==> config.mk <==
export PLATFORM = sky130hd
export DESIGN_NAME = display_timing_generator
export DESIGN_NICKNAME = d
export VERILOG_FILES = /design/src/rtl/display_timing_generator_pkg.sv /design/src/rtl/display_timing_generator_timing_axis.sv /design/src/rtl/display_timing_generator.sv
export SDC_FILE = /design/constraint.sdc
export NUM_CORES = 1
export LEC_CHECK = 0
export BUFFER_PORTS_ARGS = -buffer_cell sky130_fd_sc_hd__buf_4
export CAP_MARGIN = 20
export CORE_ASPECT_RATIO = 0.75
export CORE_MARGIN = 10
export CORE_UTILIZATION = 54
export DETAILED_ROUTE_END_ITERATION = 12
export GPL_ROUTABILITY_DRIVEN = 0
export PLACE_DENSITY = 0.76
export SLEW_MARGIN = 20
export SYNTH_ARGS = -nofsm -noshare
export SYNTH_HDL_FRONTEND = slang
export SYNTH_SLANG_ARGS = --single-unit
==> constraint.sdc <==
create_clock -name clk -period 3.8 [get_ports clk]
set_input_delay 0.57 -clock clk [delete_from_list [all_inputs] [get_ports clk]]
set_output_delay 0.57 -clock clk [all_outputs]
set_load 0.005 [all_outputs]
==> src/rtl/display_timing_generator_pkg.sv <==
// Shared types, default 640x480@60 timing and helpers for the display timing generator.
package display_timing_pkg;

  typedef enum logic [2:0] {
    SYNC,
    BP,
    BORDER_LT,
    ADDR,
    BORDER_RB,
    FP
  } axis_state_e;

  localparam int unsigned DEF_H_SYNC = 96;
  localparam int unsigned DEF_H_BP   = 40;
  localparam int unsigned DEF_H_LB   = 8;
  localparam int unsigned DEF_H_ADDR = 640;
  localparam int unsigned DEF_H_RB   = 8;
  localparam int unsigned DEF_H_FP   = 8;
  localparam int unsigned DEF_V_SYNC = 2;
  localparam int unsigned DEF_V_BP   = 25;
  localparam int unsigned DEF_V_TB   = 8;
  localparam int unsigned DEF_V_ADDR = 480;
  localparam int unsigned DEF_V_BB   = 8;
  localparam int unsigned DEF_V_FP   = 2;

  function automatic int unsigned axis_total(input int unsigned s, input int unsigned bp,
                                             input int unsigned lt, input int unsigned ad,
                                             input int unsigned rb, input int unsigned fp);
    return s + bp + lt + ad + rb + fp;
  endfunction

  // Segment holding a position; zero-length segments are never returned.
  function automatic axis_state_e axis_seg(input int unsigned pos, input int unsigned s,
                                           input int unsigned bp, input int unsigned lt,
                                           input int unsigned ad, input int unsigned rb);
    if (pos < s)                     return SYNC;
    if (pos < s + bp)                return BP;
    if (pos < s + bp + lt)           return BORDER_LT;
    if (pos < s + bp + lt + ad)      return ADDR;
    if (pos < s + bp + lt + ad + rb) return BORDER_RB;
    return FP;
  endfunction

endpackage

==> src/rtl/display_timing_generator_timing_axis.sv <==
// One raster axis: position counter with clear/advance, segment state, and lookahead flags.
module timing_axis
  import display_timing_pkg::*;
#(
  parameter int unsigned CW       = 11,
  parameter int unsigned SYNC_LEN = 96,
  parameter int unsigned BP_LEN   = 40,
  parameter int unsigned LT_LEN   = 8,
  parameter int unsigned ADDR_LEN = 640,
  parameter int unsigned RB_LEN   = 8,
  parameter int unsigned FP_LEN   = 8
) (
  input  logic          clk,
  input  logic          rst,
  input  logic          i_en,
  input  logic          i_clr,
  output logic [CW-1:0] o_cnt,
  output logic [CW-1:0] o_cnt_nxt_c,
  output axis_state_e   o_state_nxt_c,
  output logic          o_sync_c,
  output logic          o_active_c,
  output logic          o_wrap_c
);

  localparam int unsigned TOTAL = axis_total(SYNC_LEN, BP_LEN, LT_LEN, ADDR_LEN, RB_LEN, FP_LEN);
  localparam logic [CW-1:0] LAST = CW'(TOTAL - 1);
  localparam axis_state_e ZERO_STATE = axis_seg(0, SYNC_LEN, BP_LEN, LT_LEN, ADDR_LEN, RB_LEN);

  logic [CW-1:0] r_cnt;
  axis_state_e   r_state;
  logic [CW-1:0] w_cnt_nxt;
  axis_state_e   w_state_nxt;
  logic          w_wrap;

  always_ff @(posedge clk or posedge rst) begin
    if (rst) begin
      r_cnt   <= '0;
      r_state <= ZERO_STATE;
    end else begin
      r_cnt   <= w_cnt_nxt;
      r_state <= w_state_nxt;
    end
  end

  // Clear beats advance; terminal count wraps to zero.
  always_comb begin
    w_cnt_nxt   = r_cnt;
    w_state_nxt = r_state;
    w_wrap      = 1'b0;
    if (i_clr) begin
      w_cnt_nxt   = '0;
      w_state_nxt = ZERO_STATE;
    end else if (i_en) begin
      if (r_cnt == LAST) begin
        w_cnt_nxt   = '0;
        w_state_nxt = ZERO_STATE;
        w_wrap      = 1'b1;
      end else begin
        w_cnt_nxt   = r_cnt + CW'(1);
        w_state_nxt = axis_seg(32'(r_cnt) + 32'd1, SYNC_LEN, BP_LEN, LT_LEN, ADDR_LEN, RB_LEN);
      end
    end
  end

  assign o_cnt         = r_cnt;
  assign o_cnt_nxt_c   = w_cnt_nxt;
  assign o_state_nxt_c = w_state_nxt;
  assign o_sync_c      = (w_state_nxt == SYNC);
  assign o_active_c    = (w_state_nxt == ADDR);
  assign o_wrap_c      = w_wrap;

endmodule

==> src/rtl/display_timing_generator.sv <==
// Parametrised VGA/DVI raster timing generator with fetch lookahead and frame restart.
// Optional frame_count output enabled by defining DISPLAY_TIMING_FRAME_CNT_EN.
module display_timing_generator
  import display_timing_pkg::*;
#(
  parameter int unsigned CW         = 11,
  parameter int unsigned H_SYNC     = DEF_H_SYNC,
  parameter int unsigned H_BP       = DEF_H_BP,
  parameter int unsigned H_LB       = DEF_H_LB,
  parameter int unsigned H_ADDR     = DEF_H_ADDR,
  parameter int unsigned H_RB       = DEF_H_RB,
  parameter int unsigned H_FP       = DEF_H_FP,
  parameter int unsigned V_SYNC     = DEF_V_SYNC,
  parameter int unsigned V_BP       = DEF_V_BP,
  parameter int unsigned V_TB       = DEF_V_TB,
  parameter int unsigned V_ADDR     = DEF_V_ADDR,
  parameter int unsigned V_BB       = DEF_V_BB,
  parameter int unsigned V_FP       = DEF_V_FP,
  parameter logic        HS_POL     = 1'b0,
  parameter logic        VS_POL     = 1'b0,
  parameter int unsigned FETCH_LEAD = 1
) (
  input  logic          clk,
  input  logic          rst,
  input  logic          en,
  input  logic          restart,
  output logic          hs,
  output logic          vs,
  output logic          de,
  output logic          border,
  output logic          fetch_en,
  output logic [CW-1:0] x,
  output logic [CW-1:0] y,
  output logic          line_start,
  output logic          frame_start
`ifdef DISPLAY_TIMING_FRAME_CNT_EN
  ,
  output logic [15:0]   frame_count
`endif
);

  localparam int unsigned H_TOTAL = axis_total(H_SYNC, H_BP, H_LB, H_ADDR, H_RB, H_FP);
  localparam int unsigned V_TOTAL = axis_total(V_SYNC, V_BP, V_TB, V_ADDR, V_BB, V_FP);
  localparam int unsigned HA      = H_SYNC + H_BP + H_LB;
  localparam int unsigned VA      = V_SYNC + V_BP + V_TB;
  localparam int unsigned F_START = HA - FETCH_LEAD;
  localparam int unsigned F_END   = F_START + H_ADDR;

  if ($clog2(H_TOTAL) > int'(CW) || $clog2(V_TOTAL) > int'(CW)) begin : g_err_cw
    $error("display_timing_generator: CW too narrow for H_TOTAL/V_TOTAL");
  end
  if (FETCH_LEAD > HA) begin : g_err_lead
    $error("display_timing_generator: FETCH_LEAD exceeds H_SYNC+H_BP+H_LB");
  end

  logic [CW-1:0] w_h_cnt, w_h_nxt, w_v_cnt, w_v_nxt;
  axis_state_e   w_h_state, w_v_state;
  logic          w_h_sync, w_v_sync, w_h_act, w_v_act, w_h_wrap, w_v_wrap;
  logic          w_h_vis, w_v_vis, w_de, w_border, w_fetch;
  logic [CW-1:0] w_x, w_y;
  logic          r_hs, r_vs, r_de, r_border, r_fetch;
  logic [CW-1:0] r_x, r_y;

  timing_axis #(
    .CW(CW), .SYNC_LEN(H_SYNC), .BP_LEN(H_BP), .LT_LEN(H_LB),
    .ADDR_LEN(H_ADDR), .RB_LEN(H_RB), .FP_LEN(H_FP)
  ) u_h_axis (
    .clk(clk), .rst(rst), .i_en(en), .i_clr(restart),
    .o_cnt(w_h_cnt), .o_cnt_nxt_c(w_h_nxt), .o_state_nxt_c(w_h_state),
    .o_sync_c(w_h_sync), .o_active_c(w_h_act), .o_wrap_c(w_h_wrap)
  );

  // Vertical advances on the horizontal wrap tick.
  timing_axis #(
    .CW(CW), .SYNC_LEN(V_SYNC), .BP_LEN(V_BP), .LT_LEN(V_TB),
    .ADDR_LEN(V_ADDR), .RB_LEN(V_BB), .FP_LEN(V_FP)
  ) u_v_axis (
    .clk(clk), .rst(rst), .i_en(w_h_wrap), .i_clr(restart),
    .o_cnt(w_v_cnt), .o_cnt_nxt_c(w_v_nxt), .o_state_nxt_c(w_v_state),
    .o_sync_c(w_v_sync), .o_active_c(w_v_act), .o_wrap_c(w_v_wrap)
  );

  // Output decode of the position about to become current.
  always_comb begin
    w_h_vis  = w_h_state inside {BORDER_LT, ADDR, BORDER_RB};
    w_v_vis  = w_v_state inside {BORDER_LT, ADDR, BORDER_RB};
    w_de     = w_h_act && w_v_act;
    w_border = w_h_vis && w_v_vis && !w_de;
    w_fetch  = w_v_act && (w_h_nxt >= CW'(F_START)) && (w_h_nxt < CW'(F_END));
    w_x      = w_fetch ? (w_h_nxt - CW'(F_START)) : '0;
    w_y      = w_fetch ? (w_v_nxt - CW'(VA)) : '0;
  end

  always_ff @(posedge clk or posedge rst) begin
    if (rst) begin
      r_hs     <= HS_POL;
      r_vs     <= VS_POL;
      r_de     <= 1'b0;
      r_border <= 1'b0;
      r_fetch  <= 1'b0;
      r_x      <= '0;
      r_y      <= '0;
    end else begin
      r_hs     <= w_h_sync ? HS_POL : ~HS_POL;
      r_vs     <= w_v_sync ? VS_POL : ~VS_POL;
      r_de     <= w_de;
      r_border <= w_border;
      r_fetch  <= w_fetch;
      r_x      <= w_x;
      r_y      <= w_y;
    end
  end

  assign hs          = r_hs;
  assign vs          = r_vs;
  assign de          = r_de;
  assign border      = r_border;
  assign fetch_en    = r_fetch;
  assign x           = r_x;
  assign y           = r_y;
  assign line_start  = en && !restart && (w_h_cnt == '0);
  assign frame_start = en && !restart && (w_h_cnt == '0) && (w_v_cnt == '0);

`ifdef DISPLAY_TIMING_FRAME_CNT_EN
  logic [15:0] r_frame_cnt;

  always_ff @(posedge clk or posedge rst) begin
    if (rst) begin
      r_frame_cnt <= '0;
    end else if (w_v_wrap) begin
      r_frame_cnt <= r_frame_cnt + 16'd1;
    end
  end

  assign frame_count = r_frame_cnt;
`else
  logic w_unused_v_wrap;
  assign w_unused_v_wrap = w_v_wrap;
`endif

endmodule

==> flow_summary.json <==
{
  "status": "finished, final reports clean",
  "fin_skew_ns": 0.00384,
  "track_usage": 0.167,
  "synthArstFlopShare": 1.00,
  "initial_core_util": 0.570,
  "post_cts_buffers": 0,
  "gr-usage-met1": 0.261,
  "ctsRootBufferMaster": "clkbuf_8",
  "critical_path_arrival_ns": 3.81,
  "syn_area_mm2": 0.00367,
  "globalRouteMet3Util": 0.0493,
  "grt_pass1_vias": 2945,
  "irDropWorstVdd_mv": 0.152,
  "final_common_cell": "dfrtp_1",
  "ys_seq_area_frac": 0.375,
  "r2r-end": "y[10]$_DFF_PP0_",
  "cts_tree": "built",
  "fillers": 535,
  "crit_path_end_kind": "register",
  "synthTopCellsByArea": "dfrtp_1, nor2_1, a21oi_1",
  "portBuffers": 32,
  "setup_viol": 0,
  "synth_nets": 437,
  "ant_nets": 0,
  "via_per_inst": 6.41,
  "maxCapViolCount": 0,
  "yosysUniqueCellTypes": 70,
  "synth_warnings": 0,
  "yosysTopAreaCellShare": 0.375,
  "hold_path_class": "in -> async",
  "report.final.slew_viol_count": 0,
  "tns_ns": 0,
  "grt_max_degree": 33,
  "finalCriticalPeriod_ns": 3.57,
  "synth_flop_cell": "dfrtp_1",
  "grtUsageMet2": 0.217,
  "clk_latency_ns": 0.31,
  "r2r_cells": 9,
  "p_per_area_mw_per_mm2": 244,
  "final_cell_mix": "dfrtp_1, nor2_1, buf_4",
  "critPathMaxFanout": 21,
  "fp.dieW_um": 115,
  "rsz0062_at_grt": "false",
  "grt_pass1_wl_mm": 15.0,
  "wl_per_cell_um": 17.5,
  "drtIter0Drc": 441,
  "cts.sinks": 55,
  "drc": 0,
  "synth_cells": 426,
  "synth-seq-cells": 55,
  "p_leak_nw": 1.78,
  "period_share": 0.939,
  "startpoint_type": "register",
  "areaGrowthSynthToFinish_pct": 9.03,
  "synth_top_cell_by_area": "dfrtp_1",
  "cts_buffers": 5,
  "drive_gt1_frac": 0.156,
  "antenna_found_initial": 0,
  "path_clk_slew_ns": 0.10,
  "htreeDepth": 2,
  "criticalPathCategory": "reg -> reg",
  "worstSetupStartpoint": "u_v_axis.o_cnt[6]$_DFF_PP0_",
  "worstReg2RegStart": "u_v_axis.o_cnt[6]$_DFF_PP0_",
  "max_freq_ghz": 0.280,
  "core_area_mm2": 0.00644,
  "wl_mm": 9.17,
  "worstPathRequired_ns": 4.04,
  "die_area_mm2": 0.0105,
  "hpwl_mm": 6.57,
  "slew_headroom": 0.523,
  "worst_pin_slew_ns": 0.697,
  "diodes": 0,
  "grt-busiest-layer": "met1",
  "critPathCapture": "y[10]$_DFF_PP0_",
  "setup_ws_ns": 0.233,
  "fp.dieH_um": 91.4,
  "clock_path_buffers": 2,
  "hold_viol": 0,
  "detailedPlace.worstSlack_ns": 0.243,
  "reg2reg_slack_ns": 0.23,
  "cts_hold_buf": 0,
  "vias": 3357,
  "grt.overflow.total": 0,
  "ios": 33,
  "synth_edf_count": 0,
  "num-nets-final": 453,
  "syn_avg_cell_area_um2": 8.62,
  "num_rows": 25,
  "firstDrtPassIters": 6
}
repair_timing:
action                                  CTS  global route
gates resized for setup                   0             1
endpoints found under the setup margin    0             1
endpoints found under the hold margin     0             0
routing by layer:
metal	part of all wire	routed length (um)
met5	0	0
met4	0.0044	40
met3	0.12	1080
met2	0.40	3640
met1	0.48	4410
critical path, stage by stage (launching register included):
cell and delay [ns]:
dfrtp_1 0.47, or4_1 0.71, nor4b_2 0.34, a211oi_1 0.12
o41a_1 0.36, or3b_1 0.44, o2bb2ai_1 0.20, or4_1 0.48
buf_4 0.24, nor2_1 0.14
where the power goes:
| part | switching, mW | internal [mW] |
|---|---|---|
| registers | 0.00435 | 0.587 |
| logic | 0.0375 | 0.0152 |
| clock network | 0.198 | 0.133 |
synthesized netlist by cell type (all sizes together) (6+ instances only):
| library cell | instances |
|---|---|
| xnor2 | 14 |
| buf | 17 |
| o21ai | 18 |
| dfrtp | 55 |
| or4 | 7 |
| clkbuf | 18 |
| o211ai | 6 |
| o31ai | 6 |
| nand4 | 8 |
| nor4 | 7 |
| and3 | 7 |
| a31oi | 6 |
| nand3 | 21 |
| nand2 | 25 |
| or3 | 7 |
| ha | 7 |
| xor2 | 11 |
| a21oi | 26 |
| and4 | 7 |
| nor3 | 20 |
| inv | 13 |
| nor2 | 49 |
registers in the layout, indices dropped and copies added, names as in the netlist:
signal and count:
fetch_en 1, u_v_axis.r_state 3, u_h_axis.r_state 3, hs 1, de 1, u_v_axis.o_cnt 11, u_h_axis.o_cnt 11, border 1
y 11, vs 1, x 11
worst min-delay path by stage:
stage / start / to / slack (ns)
6_report: rst / y[2]$_DFF_PP0_ / 0.32
5_1_grt: rst / x[9]$_DFF_PP0_ / 0.37
4_1_cts: rst / x[9]$_DFF_PP0_ / 0.34
3_5_place_dp: u_v_axis.r_state[1]$_DFF_PP0_ / u_v_axis.r_state[1]$_DFF_PP0_ / 0.54
3_3_place_gp: u_v_axis.r_state[2]$_DFF_PP0_ / u_v_axis.r_state[2]$_DFF_PP0_ / 0.52
2_1_floorplan: u_v_axis.r_state[1]$_DFF_PP0_ / u_v_axis.r_state[1]$_DFF_PP0_ / 0.49
cells by family (layout without fill, tap and decap cells):
kind of cell | after synthesis | after routing | synth area share
compound gates | 106 | 106 | 0.201
xor+xnor | 25 | 25 | 0.0596
fa+ha+maj | 7 | 7 | 0.0238
buf+inv | 49 | 66 | 0.0678
flops | 55 | 55 | 0.375
mux | 2 | 2 | 0.00579
simple gates | 182 | 182 | 0.267
cell type report:
type                    instances  area [um2]  share of cell area
well taps                      81         101              0.0253
clock inverters                 2        17.5             0.00437
repair buffers                 45         338              0.0844
inverters                      13        48.8              0.0122
flip-flops and latches         55        1380               0.344
multi-input cells             322        2050               0.512
clock buffers                   6        72.6              0.0181
through the flow:
step | hold slack [ns] | util | power [mW] | area [um2] | std cells
2_1_floorplan | 0.488 | - | 0.637 | 3670 | 426
3_3_place_gp | 0.516 | 0.607 | 0.654 | 3910 | 516
3_5_place_dp | 0.539 | 0.607 | 0.655 | 3910 | 516
4_1_cts | 0.342 | 0.621 | 0.982 | 4000 | 524
5_1_grt | 0.373 | 0.621 | 1.01 | 4000 | 524
6_report | 0.321 | 0.621 | 0.975 | 4000 | 524
Note: power is estimated with default switching activity, not from simulation.
